### src/rtl/hash_table_pkg.sv
// Shared types for the hash table command master and its benches.
// Op, status and FSM state encodings plus a saturating counter helper.
package hash_table_pkg;

  typedef enum logic [1:0] {
    OP_READ   = 2'd0,
    OP_WRITE  = 2'd1,
    OP_DELETE = 2'd2,
    OP_RSVD   = 2'd3
  } op_t;

  typedef enum logic [2:0] {
    ST_OK           = 3'd0,
    ST_OK_COLLISION = 3'd1,
    ST_HIT          = 3'd2,
    ST_MISS         = 3'd3,
    ST_FULL         = 3'd4,
    ST_TIMEOUT      = 3'd5,
    ST_ILLEGAL      = 3'd6
  } status_t;

  typedef enum logic [1:0] {
    S_IDLE  = 2'd0,
    S_ISSUE = 2'd1,
    S_WAIT  = 2'd2,
    S_RESP  = 2'd3
  } state_t;

  localparam logic [15:0] CNT16_MAX = 16'hFFFF;

  function automatic logic [15:0] sat_inc16(
    input logic [15:0] v
  );
    return (v == CNT16_MAX) ? v : v + 16'd1;
  endfunction

endpackage

### src/rtl/hash_table_timeout_cnt.sv
// Reloadable down-counter; expire is high once CYCLES enabled
// cycles have elapsed since the last clear.
module hash_table_timeout_cnt #(
  parameter int CYCLES = 16
) (
  input  logic clk,
  input  logic rst,
  input  logic clear,
  input  logic enable,
  output logic expire
);

  localparam int W = (CYCLES > 2) ? $clog2(CYCLES) : 1;
  localparam logic [W-1:0] LOAD = W'(CYCLES - 1);

  logic [W-1:0] cnt;

  always_ff @(posedge clk or posedge rst) begin
    if (rst) begin
      cnt <= LOAD;
    end else if (clear) begin
      cnt <= LOAD;
    end else if (enable && cnt != '0) begin
      cnt <= cnt - 1'b1;
    end
  end

  assign expire = (cnt == '0);

endmodule

### src/rtl/hash_table_cmd_master.sv
// Serialising command front end for the hash table: one op in
// flight, registered strobes, timeout-protected response stream.
module hash_table_cmd_master
  import hash_table_pkg::*;
#(
  parameter int KEY_WIDTH      = 32,
  parameter int VALUE_WIDTH    = 32,
  parameter int TIMEOUT_CYCLES = 16
) (
  input  logic                   clk,
  input  logic                   rst,
  input  logic                   cmd_valid,
  output logic                   cmd_ready,
  input  logic [1:0]             cmd_op,
  input  logic [KEY_WIDTH-1:0]   cmd_key,
  input  logic [VALUE_WIDTH-1:0] cmd_value,
  output logic                   resp_valid,
  input  logic                   resp_ready,
  output logic [1:0]             resp_op,
  output logic [2:0]             resp_status,
  output logic [VALUE_WIDTH-1:0] resp_value,
  output logic                   tbl_wr_en,
  output logic [KEY_WIDTH-1:0]   tbl_wr_key,
  output logic [VALUE_WIDTH-1:0] tbl_wr_value,
  input  logic                   tbl_wr_done,
  input  logic                   tbl_wr_collision,
  output logic                   tbl_rd_en,
  output logic [KEY_WIDTH-1:0]   tbl_rd_key,
  input  logic [VALUE_WIDTH-1:0] tbl_rd_value,
  input  logic                   tbl_rd_valid,
  input  logic                   tbl_rd_miss,
  output logic                   tbl_del_en,
  output logic [KEY_WIDTH-1:0]   tbl_del_key,
  input  logic                   tbl_del_done,
  output logic [15:0]            timeout_count
);

  state_t                   state;
  op_t                      op_q;
  op_t                      cmd_op_e;
  logic                     tmo_clear;
  logic                     tmo_run;
  logic                     tmo_expire;
  logic                     wait_done;
  status_t                  wait_status;
  logic [VALUE_WIDTH-1:0]   wait_value;

  assign cmd_op_e  = op_t'(cmd_op);
  assign tmo_clear = (state == S_ISSUE);
  assign tmo_run   = (state == S_WAIT);

  hash_table_timeout_cnt #(
    .CYCLES (TIMEOUT_CYCLES)
  ) u_tmo (
    .clk    (clk),
    .rst    (rst),
    .clear  (tmo_clear),
    .enable (tmo_run),
    .expire (tmo_expire)
  );

  // Only the issued op's response lines matter; a real answer
  // on the final wait cycle beats the timeout.
  always_comb begin
    wait_done   = 1'b0;
    wait_status = ST_OK;
    wait_value  = '0;
    unique case (op_q)
      OP_WRITE: begin
        unique case (1'b1)
          (tbl_wr_done && tbl_wr_collision): begin
            wait_done   = 1'b1;
            wait_status = ST_OK_COLLISION;
          end
          (tbl_wr_done && !tbl_wr_collision): begin
            wait_done   = 1'b1;
            wait_status = ST_OK;
          end
          (!tbl_wr_done && tbl_wr_collision): begin
            wait_done   = 1'b1;
            wait_status = ST_FULL;
          end
          default: ;
        endcase
      end
      OP_READ: begin
        if (tbl_rd_valid) begin
          wait_done   = 1'b1;
          wait_status = ST_HIT;
          wait_value  = tbl_rd_value;
        end else if (tbl_rd_miss) begin
          wait_done   = 1'b1;
          wait_status = ST_MISS;
        end
      end
      OP_DELETE: begin
        if (tbl_del_done) begin
          wait_done   = 1'b1;
          wait_status = ST_OK;
        end
      end
      OP_RSVD: ;
    endcase
    if (!wait_done && tmo_expire) begin
      wait_done   = 1'b1;
      wait_status = ST_TIMEOUT;
    end
  end

  always_ff @(posedge clk or posedge rst) begin
    if (rst) begin
      state         <= S_IDLE;
      op_q          <= OP_READ;
      cmd_ready     <= 1'b1;
      resp_valid    <= 1'b0;
      resp_op       <= '0;
      resp_status   <= '0;
      resp_value    <= '0;
      tbl_wr_en     <= 1'b0;
      tbl_rd_en     <= 1'b0;
      tbl_del_en    <= 1'b0;
      tbl_wr_key    <= '0;
      tbl_wr_value  <= '0;
      tbl_rd_key    <= '0;
      tbl_del_key   <= '0;
      timeout_count <= '0;
    end else begin
      tbl_wr_en  <= 1'b0;
      tbl_rd_en  <= 1'b0;
      tbl_del_en <= 1'b0;
      unique case (state)
        S_IDLE: begin
          if (cmd_valid) begin
            op_q      <= cmd_op_e;
            cmd_ready <= 1'b0;
            unique case (cmd_op_e)
              OP_WRITE: begin
                tbl_wr_en    <= 1'b1;
                tbl_wr_key   <= cmd_key;
                tbl_wr_value <= cmd_value;
                state        <= S_ISSUE;
              end
              OP_READ: begin
                tbl_rd_en  <= 1'b1;
                tbl_rd_key <= cmd_key;
                state      <= S_ISSUE;
              end
              OP_DELETE: begin
                tbl_del_en  <= 1'b1;
                tbl_del_key <= cmd_key;
                state       <= S_ISSUE;
              end
              OP_RSVD: begin
                resp_valid  <= 1'b1;
                resp_op     <= cmd_op;
                resp_status <= ST_ILLEGAL;
                resp_value  <= '0;
                state       <= S_RESP;
              end
            endcase
          end
        end
        S_ISSUE: begin
          state <= S_WAIT;
        end
        S_WAIT: begin
          if (wait_done) begin
            resp_valid  <= 1'b1;
            resp_op     <= op_q;
            resp_status <= wait_status;
            resp_value  <= wait_value;
            state       <= S_RESP;
            if (wait_status == ST_TIMEOUT) begin
              timeout_count <= sat_inc16(timeout_count);
            end
          end
        end
        S_RESP: begin
          if (resp_ready) begin
            resp_valid <= 1'b0;
            cmd_ready  <= 1'b1;
            state      <= S_IDLE;
          end
        end
      endcase
    end
  end

endmodule

### config.mk
export PLATFORM = sky130hd
export DESIGN_NAME = hash_table_cmd_master
export DESIGN_NICKNAME = d
export VERILOG_FILES = /design/src/rtl/hash_table_pkg.sv /design/src/rtl/hash_table_timeout_cnt.sv /design/src/rtl/hash_table_cmd_master.sv
export SDC_FILE = /design/constraint.sdc
export NUM_CORES = 1
export LEC_CHECK = 0
export ABC_CLOCK_PERIOD_IN_PS = 10300
export BUFFER_PORTS_ARGS = -buffer_cell sky130_fd_sc_hd__buf_2
export CAP_MARGIN = 20
export CORE_ASPECT_RATIO = 0.9
export CORE_MARGIN = 2
export CORE_UTILIZATION = 30
export CTS_CLUSTER_DIAMETER = 100
export DETAILED_ROUTE_END_ITERATION = 6
export GPL_ROUTABILITY_DRIVEN = 0
export PLACE_DENSITY = 0.53
export SLEW_MARGIN = 20
export SYNTH_ARGS = -nofsm -noshare
export SYNTH_HDL_FRONTEND = slang
export SYNTH_SLANG_ARGS = --single-unit
### constraint.sdc
create_clock -name clk -period 10.3 [get_ports clk]
set_input_delay 1.545 -clock clk [delete_from_list [all_inputs] [get_ports clk]]
set_output_delay 1.545 -clock clk [all_outputs]
set_load 0.01 [all_outputs]
==> results of run 1 <==
## stage by stage
stage                     hold WS [ps]  cells
after CTS                          480   1222
final                              475   1224
after detailed placement           464   1190
after floorplan                    505    579
after global placement             460   1190
after global routing               498   1223
## path summary, 6_finish.rpt
check / from / slack (ps) / depth (start not counted) / endpoint
max: cmd_op[0] / 7100 / 5 / tbl_wr_value[29]
min: resp_value[19] / 470 / 2 / resp_value[19]
max reg2reg: state[1] / 7520 / 6 / tbl_wr_value[29]
min reg2reg: resp_value[19] / 470 / 2 / resp_value[19]
max in group asynchronous: rst / 7620 / 3 / op_q[1]
min in group asynchronous: rst / 1340 / 2 / tbl_wr_value[23]
## power by group through the flow
stage / Clock, mW / Sequential [mW] / Combinational [mW]
after global routing: 0.691 / 1.26 / 1.09
after detailed placement: 0 / 1.23 / 1.01
after floorplan: 0 / 1.37 / 0.422
after global placement: 0 / 1.22 / 1.00
after CTS: 0.660 / 1.22 / 1.01
final: 0.631 / 1.22 / 0.991
## flip-flops by register name, indices dropped and copies added, names as in the netlist
| signal | count |
|---|---|
| resp_value | 32 |
| tbl_del_key | 32 |
| tbl_rd_key | 32 |
| tbl_wr_key | 32 |
| tbl_wr_value | 32 |
| timeout_count | 16 |
| u_tmo.cnt | 4 |
| resp_status | 3 |
| op_q | 2 |
| resp_op | 2 |
| state | 2 |
| cmd_ready | 1 |
| resp_valid | 1 |
| tbl_del_en | 1 |
| tbl_rd_en | 1 |
| tbl_wr_en | 1 |
## kinds of logic (layout without fill, tap and decap cells)
kind of cell,after synthesis,after routing,synth area share [%]
muxes,136,136,19.8
xor gates and xnor gates,14,14,1.59
other,0,2,0
and+or+nand+nor,137,137,8.07
AOI/OAI and AO/OA,54,54,4.21
DFF,194,194,63.1
buffers and inverters,38,339,2.24
adders and majority gates,6,6,0.974
## worst max-delay path, stage by stage
cell	delay (ps)
buf_2	150
nand3_1	150
nor2_4	580
buf_4	620
mux2_2	400
## final cells by class
type,instances,area (sq um)
Multi-Input combinational cell,347,2700
Inverter,10,45.0
Fill cell,2505,15100
Clock buffer,19,433
Tap cell,342,428
Antenna cell,2,5.00
Clock inverter,13,118
Sequential cell,194,4860
Timing Repair Buffer,297,1500
## metal layers
layer	global-route usage [%]	routed length (um)	up-vias	part of all wire, %
li1	-	-	2584	-
met1	18.7	8420	2598	45
met2	22.3	8680	171	46
met3	5.00	1420	16	7.6
met4	3.63	269	0	1.4
met5	0	0	-	0
## placed cells by master, fill, tap and decap left out, types with 3 or more instances in the layout
master and n:
nand2_1 85, nand2b_1 5, nor3b_1 3, dfrtp_1 189, mux2_2 133, mux2i_1 3
xnor2_1 12, nor2_1 12, ha_1 6, buf_4 5, dfstp_2 5, inv_8 5
nand4_1 8, o21ai_0 35, inv_1 9, buf_2 292, clkbuf_16 17, o21ai_1 5
clkinv_4 4, nand3_1 7
==> results_tabular.tex, run 1 <==
\begin{tabular}{lr}
\hline
Metric & Value \\
\hline
\multicolumn{2}{l}{\textbf{Outcome}} \\
\quad Status & finished, final reports clean \\
\multicolumn{2}{l}{\textbf{Timing}} \\
\quad Setup Viol. Count Final & 0 \\
\quad Setup ws final & 7100 ps \\
\quad Unrepaired setup endpoints after global routing & no \\
\quad Number of slew-limit violations in the final report & 0 \\
\quad Count of endpoints failing hold in the final timing report & 0 \\
\quad Fin crit share & a little under a third \\
\quad Post-route setup TNS & 0 ps \\
\quad Worst Max-Slew Pin Slew & 968 ps \\
\quad Slew Limit Headroom & 35.2\% \\
\quad Highest attainable clock frequency & roughly 0.31 GHz \\
\quad Skew final & $\sim$12 ps \\
\quad Final Critical Period & around 3200 ps \\
\multicolumn{2}{l}{\textbf{Power}} \\
\quad Fraction of power spent switching nets & roughly 34\% \\
\quad Power per cell area & 281 nW/um\^{}2 \\
\quad Register share of total power & 42.9\% \\
\quad Proportion of power drawn by the clock network & 22.2\% \\
\quad Static leakage power & 4.94 nW \\
\quad Sw power & just under 1 mW \\
\quad Worst IR drop on VDD & 113 uV \\
\quad Total power of the final layout & between 2 and 3 mW \\
\quad Design internal power & 1.86 mW \\
\quad Comb power frac & 34.9\% \\
\multicolumn{2}{l}{\textbf{Worst setup path}} \\
\quad Category of the worst setup path launch point & input pin \\
\quad Worst Path Required & roughly 11000 ps \\
\quad Arrival @ worst endpoint & 3500 ps \\
\quad Critical Path Sink Type & flop \\
\quad Crit path kind & input pin to flop \\
\quad Highest fanout seen on the critical path & 44 \\
\multicolumn{2}{l}{\textbf{Logic synthesis}} \\
\quad Synthesized netlist net count & 692 \\
\quad Main synth FF type & dfrtp\_1 \\
\quad Most frequent cells after synthesis & dfrtp\_1 (189), mux2\_2 (133), nand2\_1 (86), o21ai\_0 (35), buf\_2 (17) \\
\quad Cell with the most instances after synthesis & dfrtp\_1 \\
\quad Avg Synthesized Cell Area & $\sim$13 sq um \\
\quad Synth Register Bits & just under 200 \\
\quad Largest cells by area after synthesis & dfrtp\_1 (61\%), mux2\_2 (19\%), nand2\_1 (4.2\%) \\
\quad Mapped Area & 7700 sq um \\
\quad Ys async rst share & 100\% \\
\quad Top-area cell type share of the netlist area & 61.4\% \\
\quad Number of flops mapped to enable cells by yosys & 0 \\
\quad Cell type contributing the most total cell area after synthesis & dfrtp\_1 \\
\quad Distinct cell type count after synthesis & 44 \\
\quad Share of the yosys chip area belonging to registers & 63.1\% \\
\quad Cell count after synthesis & 579 \\
\quad Yosys warns & 0 \\
\multicolumn{2}{l}{\textbf{Global routing}} \\
\quad First-pass GRT wire length & 30.7 mm \\
\quad Total global routing track utilization & about 14\% \\
\quad Gr ovfl total & 0 \\
\quad Antenna violations before repair & 1 \\
\quad Number of global-route vias before repair & $\sim$5400 \\
\quad Largest net degree at the start of global routing & $\sim$140 \\
\multicolumn{2}{l}{\textbf{CTS}} \\
\quad Clock tree from TritonCTS & yes \\
\quad Master cell of the clock root buffer & clkbuf\_16 \\
\quad CTS sink cnt & 194 \\
\quad Clock input transition at the sequential cells of the worst setup and hold paths & around 70 ps \\
\quad Number of buffers added for setup after CTS & 0 \\
\quad Hold buffer count at CTS & 0 \\
\quad H-tree level count & 4 \\
\quad Post-cts gate resize count & 0 \\
\quad Clock latency reported for the late side of the worst-skew pair & 420 ps \\
\quad TritonCTS Buffers & 17 \\
\quad Clock Path Buffers & 2 \\
\multicolumn{2}{l}{\textbf{Layout}} \\
\quad Net total in the final layout & 980 \\
\quad Finished Cell Area & roughly 10000 sq um \\
\quad Final core utilization & 40.0\% \\
\quad Fraction of final layout cells with drive strength greater than 1 & a little over half \\
\quad Layout-stage area growth over the synthesis result & 30.9\% \\
\multicolumn{2}{l}{\textbf{Floorplan}} \\
\quad Initial cell density of the core & 30.6\% \\
\quad Horizontal die dimension & 173 um \\
\quad Floorplan die area & around 27000 sq um \\
\quad I/O pins & 293 \\
\quad \# rows & 55 \\
\quad Overall die height & 156 um \\
\quad Floorplan Core Area & 25200 sq um \\
\multicolumn{2}{l}{\textbf{Routing}} \\
\quad Count of routing violations after the opening detailed-route iteration & 229 \\
\quad Routed via count & around 5400 \\
\quad Ratio of routed vias to standard cells & 4.39 \\
\quad Detailed-router iteration count before antenna repair & 4 \\
\quad Number of design rule violations left after detail routing & 0 \\
\quad Routed WL & 18.8 mm \\
\quad Remaining number of nets flagged by the antenna check after routing & 0 \\
\quad Routed wirelength normalized by instance count & between 15 and 20 um \\
\multicolumn{2}{l}{\textbf{Placed design}} \\
\quad Number of buffers inserted by port buffering & 292 \\
\quad Cell area reported after detailed placement & 9530 sq um \\
\quad Worst setup timing slack at the placement stage & 6600 ps \\
\quad HPWL after detailed placement & 13.1 mm \\
\multicolumn{2}{l}{\textbf{Min path}} \\
\quad HP Class & flop to flop \\
\multicolumn{2}{l}{\textbf{Run}} \\
\quad \# Max-Cap Violations & 0 \\
\hline
\end{tabular}
(Power assumes the default switching activity.)
==> inputs of run 2 (changes only) <==
Settings changed: ABC_AREA set to 1, ABC_CLOCK_PERIOD_IN_PS 10300 to 2700, PLACE_DENSITY 0.53 to 0.55.
Clock period 10.3 ns to 2.7 ns, I/O delays scaled along.
==> run 2 against run 1 <==
Hold slack got worse by 390 ps. Die area rose by 6.0%. Power rose to 3.9 times the previous value. Sequential share of layout area fell by 2.9 points. Combinational power rose to 3.8 times the previous value. Design area rose by 6.5%. Clock skew rose by 4.5 ps.
==> results_tabular.tex, run 2 <==
\begin{tabular}{lr}
\hline
Metric & Value \\
\hline
\multicolumn{2}{l}{\textbf{Timing}} \\
\quad Worst Max-Slew Pin Slew & approximately 740 ps \\
\quad Slew Limit Headroom & 50.7\% \\
\quad Number of slew-limit violations in the final report & 0 \\
\quad Setup Viol. Count Final & 0 \\
\quad Post-Route Hold Slack & 85.1 ps \\
\quad Final Critical Period & just under 2000 ps \\
\quad Highest attainable clock frequency & 0.515 GHz \\
\quad Unrepaired setup endpoints after global routing & no \\
\quad Count of endpoints failing hold in the final timing report & 0 \\
\quad Fin crit share & between 70\% and 80\% \\
\quad Skew final & roughly 17 ps \\
\multicolumn{2}{l}{\textbf{Routing}} \\
\quad Routed WL & 22.4 mm \\
\quad Number of design rule violations left after detail routing & 0 \\
\quad Detailed-router iteration count before antenna repair & 4 \\
\quad Remaining number of nets flagged by the antenna check after routing & 0 \\
\quad Count of routing violations after the opening detailed-route iteration & 330 \\
\quad Ratio of routed vias to standard cells & 4.24 \\
\quad Routed wirelength normalized by instance count & 13.9 um \\
\quad Routed via count & 6830 \\
\multicolumn{2}{l}{\textbf{Floorplan}} \\
\quad \# rows & 57 \\
\quad I/O pins & 293 \\
\quad Initial cell density of the core & 30.4\% \\
\quad Horizontal die dimension & roughly 180 um \\
\quad Overall die height & 161 um \\
\quad Floorplan Core Area & 26900 sq um \\
\quad Floorplan die area & between 20000 and 30000 sq um \\
\multicolumn{2}{l}{\textbf{CTS}} \\
\quad H-tree level count & 4 \\
\quad Clock input transition at the sequential cells of the worst setup and hold paths & 90 ps \\
\quad Clock tree from TritonCTS & yes \\
\quad Master cell of the clock root buffer & clkbuf\_16 \\
\quad Post-cts gate resize count & 0 \\
\quad Hold buffer count at CTS & 0 \\
\quad Clock Path Buffers & 2 \\
\quad Clock latency reported for the late side of the worst-skew pair & 440 ps \\
\quad CTS sink cnt & 194 \\
\quad TritonCTS Buffers & 17 \\
\quad Number of buffers added for setup after CTS & 0 \\
\multicolumn{2}{l}{\textbf{Logic synthesis}} \\
\quad Synthesized netlist net count & 1069 \\
\quad Yosys warns & 0 \\
\quad Cell type contributing the most total cell area after synthesis & dfrtp\_1 \\
\quad Ys async rst share & 100\% \\
\quad Mapped Area & 8180 sq um \\
\quad Cell count after synthesis & about 960 \\
\quad Distinct cell type count after synthesis & 30 \\
\quad Most frequent cells after synthesis & nand2\_1 (398), dfrtp\_1 (189), inv\_1 (93), o21ai\_0 (93), nor2\_1 (54) \\
\quad Avg Synthesized Cell Area & 8.55 sq um \\
\quad Synth Register Bits & 194 \\
\quad Top-area cell type share of the netlist area & between 50\% and 60\% \\
\quad Cell with the most instances after synthesis & nand2\_1 \\
\quad Share of the yosys chip area belonging to registers & 59.4\% \\
\quad Largest cells by area after synthesis & dfrtp\_1 (58\%), nand2\_1 (18\%), o21ai\_0 (5.7\%) \\
\quad Main synth FF type & dfrtp\_1 \\
\quad Number of flops mapped to enable cells by yosys & 0 \\
\multicolumn{2}{l}{\textbf{Power}} \\
\quad Comb power frac & 34.0\% \\
\quad Worst IR drop on VDD & 513 uV \\
\quad Total power of the final layout & 11.2 mW \\
\quad Power per cell area & 1040 nW/um\^{}2 \\
\quad Proportion of power drawn by the clock network & about a quarter \\
\quad Static leakage power & 6.20 nW \\
\quad Sw power & 4.30 mW \\
\quad Fraction of power spent switching nets & 38.4\% \\
\quad Register share of total power & 41.5\% \\
\quad Design internal power & 6.89 mW \\
\multicolumn{2}{l}{\textbf{Worst setup path}} \\
\quad Category of the worst setup path launch point & flop \\
\quad Setup slack on the worst flop-to-flop path & 760 ps \\
\quad FF-to-FF Start & u\_tmo.cnt[0] \\
\quad Critical Path Sink Type & flop \\
\quad Crit path kind & flop to flop \\
\quad Cell with the largest stage delay on the worst path & dfstp\_2 \\
\quad CP Launch Point & u\_tmo.cnt[0] \\
\quad Cells along the critical path & inv\_1 -> ha\_1 -> nand3\_1 -> nand2\_2 -> inv\_1 -> nand3\_2 -> nand3\_4 -> nand2\_1 -> nand2\_1 \\
\quad Delay of the slowest cell on the worst path & 520 ps \\
\quad Worst-case reg-to-reg path depth & 9 \\
\quad Arrival @ worst endpoint & 2310 ps \\
\quad Worst Path Required & 3070 ps \\
\quad Highest fanout seen on the critical path & 37 \\
\multicolumn{2}{l}{\textbf{Placed design}} \\
\quad Count of placed standard cells including taps & 1578 \\
\quad HPWL after detailed placement & 16.0 mm \\
\quad Number of buffers inserted by port buffering & 292 \\
\multicolumn{2}{l}{\textbf{Min path}} \\
\quad HP Class & input pin to async pin \\
\multicolumn{2}{l}{\textbf{Global routing}} \\
\quad Number of global-route vias before repair & roughly 6700 \\
\quad Largest net degree at the start of global routing & 55 \\
\quad Gr ovfl total & 0 \\
\quad Antenna violations before repair & 0 \\
\quad Total global routing track utilization & between 15 and 20\% \\
\quad First-pass GRT wire length & 35.9 mm \\
\multicolumn{2}{l}{\textbf{Layout}} \\
\quad Fraction of final layout cells with drive strength greater than 1 & 29.6\% \\
\quad Commonest cells after routing, fill and taps aside & nand2\_1 (395), buf\_2 (292), dfrtp\_1 (189) \\
\quad Number of standard cells in the layout, taps in and fillers out & 1610 \\
\quad Net total in the final layout & 1356 \\
\quad Most common library cell in the layout ignoring fill and taps & nand2\_1 \\
\quad Antenna Diode Count & 0 \\
\quad Layout-stage area growth over the synthesis result & 31.3\% \\
\multicolumn{2}{l}{\textbf{Outcome}} \\
\quad Status & finished, final reports clean \\
\multicolumn{2}{l}{\textbf{Run}} \\
\quad \# Max-Cap Violations & 0 \\
\hline
\end{tabular}
run 2: cell count changes after synthesis, sizes merged, moves of 6 or more:
cell	change
buf	+6
nand3	+18
inv	+87
mux2	-133
nand2	+318
nor2	+46
o21ai	+68
run 2: cell type report:
class	instances	area, sq um
sequential	194	4860
inverter	97	368
tap	354	443
clock buffer	17	425
timing repair buffer	307	1660
multi-input combinational	626	2760
fill	2745	16200
clock inverter	15	220
run 2: logic make-up after synthesis:
family / share of synthesized area (%)
buffers and inverters: 6.99
DFF: 59.4
adders and majority gates: 0.918
AOI/OAI and AO/OA: 6.96
xor gates and xnor gates: 1.07
and+or+nand+nor: 24.6
run 2: worst paths after layout:
kind | endpoint
setup / recovery | resp_value[25]
setup reg to reg | resp_value[25]
max in group asynchronous | cmd_ready
hold reg to reg | resp_value[0]
hold / removal | tbl_wr_key[25]
min in group clk | tbl_wr_value[26]
run 2: power groups by stage:
stage / Combinational, mW / Sequential, mW / Clock (mW)
6_report: 3.80 / 4.64 / 2.75
5_1_grt: 4.31 / 4.78 / 2.96
4_1_cts: 3.89 / 4.65 / 2.85
3_5_place_dp: 3.90 / 4.68 / 0
3_3_place_gp: 3.85 / 4.67 / 0
2_1_floorplan: 1.68 / 5.17 / 0
run 2: through the flow:
stage | utilization [%] | worst slack [ps] | cell area (sq um) | TNS (ps)
6_report | 39.9 | 757 | 10700 | 0
5_1_grt | 39.9 | 511 | 10700 | 0
4_1_cts | 39.9 | 721 | 10700 | 0
3_5_place_dp | 37.5 | 730 | 10100 | 0
3_3_place_gp | 37.5 | 773 | 10100 | 0
2_1_floorplan | - | -205 | 8180 | -38810
run 2: worst max-delay path, delay by kind of cell (launching register included):
kind / cells / cell delay [ps]
fa+ha+maj: 1 / 240
flops: 1 / 520
simple gates: 6 / 890
buf+inv: 2 / 220
run 2: per-layer routing:
| layer | vias up | track usage, % | wire length, um |
|---|---|---|---|
| met4 | 0 | 4.28 | 269 |
| met3 | 16 | 5.59 | 1880 |
| li1 | 3489 | - | - |
| met2 | 200 | 24.3 | 10000 |
| met5 | - | 0 | 0 |
| met1 | 3125 | 21.3 | 10200 |
==> inputs of run 3 (changes only) <==
Settings changed: ABC_CLOCK_PERIOD_IN_PS 2700 to 1700.
Clock period 2.7 ns to 1.7 ns, I/O delays scaled along.
==> run 3 against run 2 <==
Setup slack lost 710 ps. Core utilization grew 2.6 points. Sequential cell count is the same. Critical path type unchanged. Register-to-register slack lost 710 ps. Power grew 67%. Hold slack lost 59 ps. Global-route usage grew 0.49 points.
==> results_tabular.tex, run 3 (synthesis results as in run 2) <==
\begin{tabular}{lr}
\hline
Metric & Value \\
\hline
\multicolumn{2}{l}{\textbf{Placed design}} \\
\quad Worst setup timing slack at the placement stage & -121 ps \\
\quad HPWL after detailed placement & 16.3 mm \\
\quad Number of buffers inserted by port buffering & around 300 \\
\multicolumn{2}{l}{\textbf{CTS}} \\
\quad Clock Path Buffers & 2 \\
\quad TritonCTS Buffers & 17 \\
\quad H-tree level count & 4 \\
\quad Clock input transition at the sequential cells of the worst setup and hold paths & 80 ps \\
\quad Clock tree from TritonCTS & yes \\
\quad Master cell of the clock root buffer & clkbuf\_16 \\
\quad Clock latency reported for the late side of the worst-skew pair & around 440 ps \\
\quad CTS sink cnt & 194 \\
\multicolumn{2}{l}{\textbf{Routing}} \\
\quad Number of design rule violations left after detail routing & 0 \\
\quad Count of routing violations after the opening detailed-route iteration & 355 \\
\quad Routed wirelength normalized by instance count & 14.3 um \\
\quad Routed WL & about 24 mm \\
\quad Routed via count & 7204 \\
\quad Ratio of routed vias to standard cells & 4.32 \\
\quad Detailed-router iteration count before antenna repair & 5 \\
\quad Remaining number of nets flagged by the antenna check after routing & 0 \\
\multicolumn{2}{l}{\textbf{Worst setup path}} \\
\quad Worst Path Required & 2020 ps \\
\quad Highest fanout seen on the critical path & 7 \\
\quad Crit path kind & flop to flop \\
\quad FF-to-FF Start & state[1] \\
\quad Setup slack on the worst flop-to-flop path & 40 ps \\
\quad Category of the worst setup path launch point & flop \\
\quad Worst flop-to-flop path endpoint & resp\_value[1] \\
\quad Arrival @ worst endpoint & approximately 2000 ps \\
\quad Critical Path Sink Type & flop \\
\quad Worst-case reg-to-reg path depth & 9 \\
\multicolumn{2}{l}{\textbf{Timing}} \\
\quad Post-Route Hold Slack & between 20 and 30 ps \\
\quad Unrepaired setup endpoints after global routing & yes \\
\quad Skew final & 14.6 ps \\
\quad Number of slew-limit violations in the final report & 0 \\
\quad Worst Max-Slew Pin Slew & between 400 and 500 ps \\
\quad Setup ws final & 42.3 ps \\
\quad Post-route setup TNS & 0 ps \\
\quad Count of endpoints failing hold in the final timing report & 0 \\
\quad Slew Limit Headroom & 70.3\% \\
\quad Setup Viol. Count Final & 0 \\
\quad Fin crit share & 97.5\% \\
\quad Highest attainable clock frequency & between 0.6 and 0.7 GHz \\
\quad Final Critical Period & 1660 ps \\
\multicolumn{2}{l}{\textbf{Layout}} \\
\quad Storage element area & 4860 sq um \\
\quad Multi-input logic area & 2880 sq um \\
\quad Commonest cells after routing, fill and taps aside & nand2\_1 (393), buf\_2 (292), dfrtp\_1 (189) \\
\quad Fraction of final layout cells with drive strength greater than 1 & between 30\% and 40\% \\
\quad Most common library cell in the layout ignoring fill and taps & nand2\_1 \\
\quad Layout-stage area growth over the synthesis result & 40.0\% \\
\quad Antenna Diode Count & 0 \\
\quad Net total in the final layout & roughly 1400 \\
\quad Filler Cell Count & 2719 \\
\multicolumn{2}{l}{\textbf{Floorplan}} \\
\quad Initial cell density of the core & 30.4\% \\
\quad Horizontal die dimension & around 180 um \\
\quad Floorplan Core Area & 26900 sq um \\
\quad Floorplan die area & 28600 sq um \\
\quad I/O pins & 293 \\
\quad Overall die height & 161 um \\
\quad \# rows & 57 \\
\multicolumn{2}{l}{\textbf{Global routing}} \\
\quad Antenna violations before repair & 0 \\
\quad Gr ovfl total & 0 \\
\quad Number of global-route vias before repair & 7013 \\
\quad First-pass GRT wire length & 36.9 mm \\
\quad Largest net degree at the start of global routing & 61 \\
\quad Total global routing track utilization & 16.4\% \\
\multicolumn{2}{l}{\textbf{Min path}} \\
\quad Worst hold stages & 3 \\
\quad HP Start & cmd\_value[16] \\
\quad HP Class & input pin to flop \\
\quad Capture endpoint of the worst hold path & tbl\_wr\_value[16] \\
\multicolumn{2}{l}{\textbf{Run}} \\
\quad \# Max-Cap Violations & 0 \\
\multicolumn{2}{l}{\textbf{Power}} \\
\quad Worst IR drop on VDD & 747 uV \\
\quad Total power of the final layout & approximately 19 mW \\
\quad Static leakage power & 6.50 nW \\
\quad Power per cell area & 1630 nW/um\^{}2 \\
\multicolumn{2}{l}{\textbf{Outcome}} \\
\quad Status & finished, final reports clean \\
\hline
\end{tabular}
[run 3: worst max path at each step]
stage | end | start
2_1_floorplan | op_q[0] | rst
3_3_place_gp | resp_status[0] | state[1]
3_5_place_dp | resp_value[13] | state[1]
4_1_cts | resp_value[13] | state[1]
5_1_grt | resp_value[19] | state[1]
6_report | resp_value[1] | state[1]
[run 3: timing repair]
| item | 4_1_cts | 5_1_grt |
|---|---|---|
| resized for setup | 6 | 25 |
| hold buffers | 22 | 0 |
| endpoints found under the setup margin | 37 | 104 |
| pin swaps | 3 | 5 |
| hold endpoints to repair | 28 | 0 |
| buffers inserted | 3 | 1 |
| gates cloned | 1 | 4 |
[run 3: metrics by stage]
step | cell area (sq um) | cells | util [%]
detailed placement | 10300 | 1604 | 38.4
global route | 11400 | 1667 | 42.6
finish | 11400 | 1667 | 42.6
global placement | 10300 | 1604 | 38.4
floorplan | 8180 | 956 | -
CTS | 11300 | 1662 | 41.8
[run 3: final cells by class]
cell class | count | area share (%)
inverter | 97 | 3.27
clock inverter | 15 | 1.89
multi-input combinational | 627 | 25.2
tap | 354 | 3.87
sequential | 194 | 42.5
timing repair buffer | 363 | 19.6
clock buffer | 17 | 3.72
[run 3: per-layer routing]
layer,wire length (um),global-route usage [%]
met1,10700,21.5
met2,11100,26.1
met3,1790,5.14
met4,254,4.32
met5,0,0
[run 3: report_power, final]
part           internal [mW]  total, mW  switching, mW
logic                   2.95       6.99           4.04
registers               6.40       7.38          0.973
clock network           2.08       4.32           2.24
[run 3: critical path, stage by stage (launching register included)]
cell and delay [ps]:
dfrtp_1 430, inv_2 110, ha_4 160, buf_4 130
nand3_2 90, o21ai_4 100, nand3_4 200, clkbuf_16 220
nand2_1 60, nand2_1 50
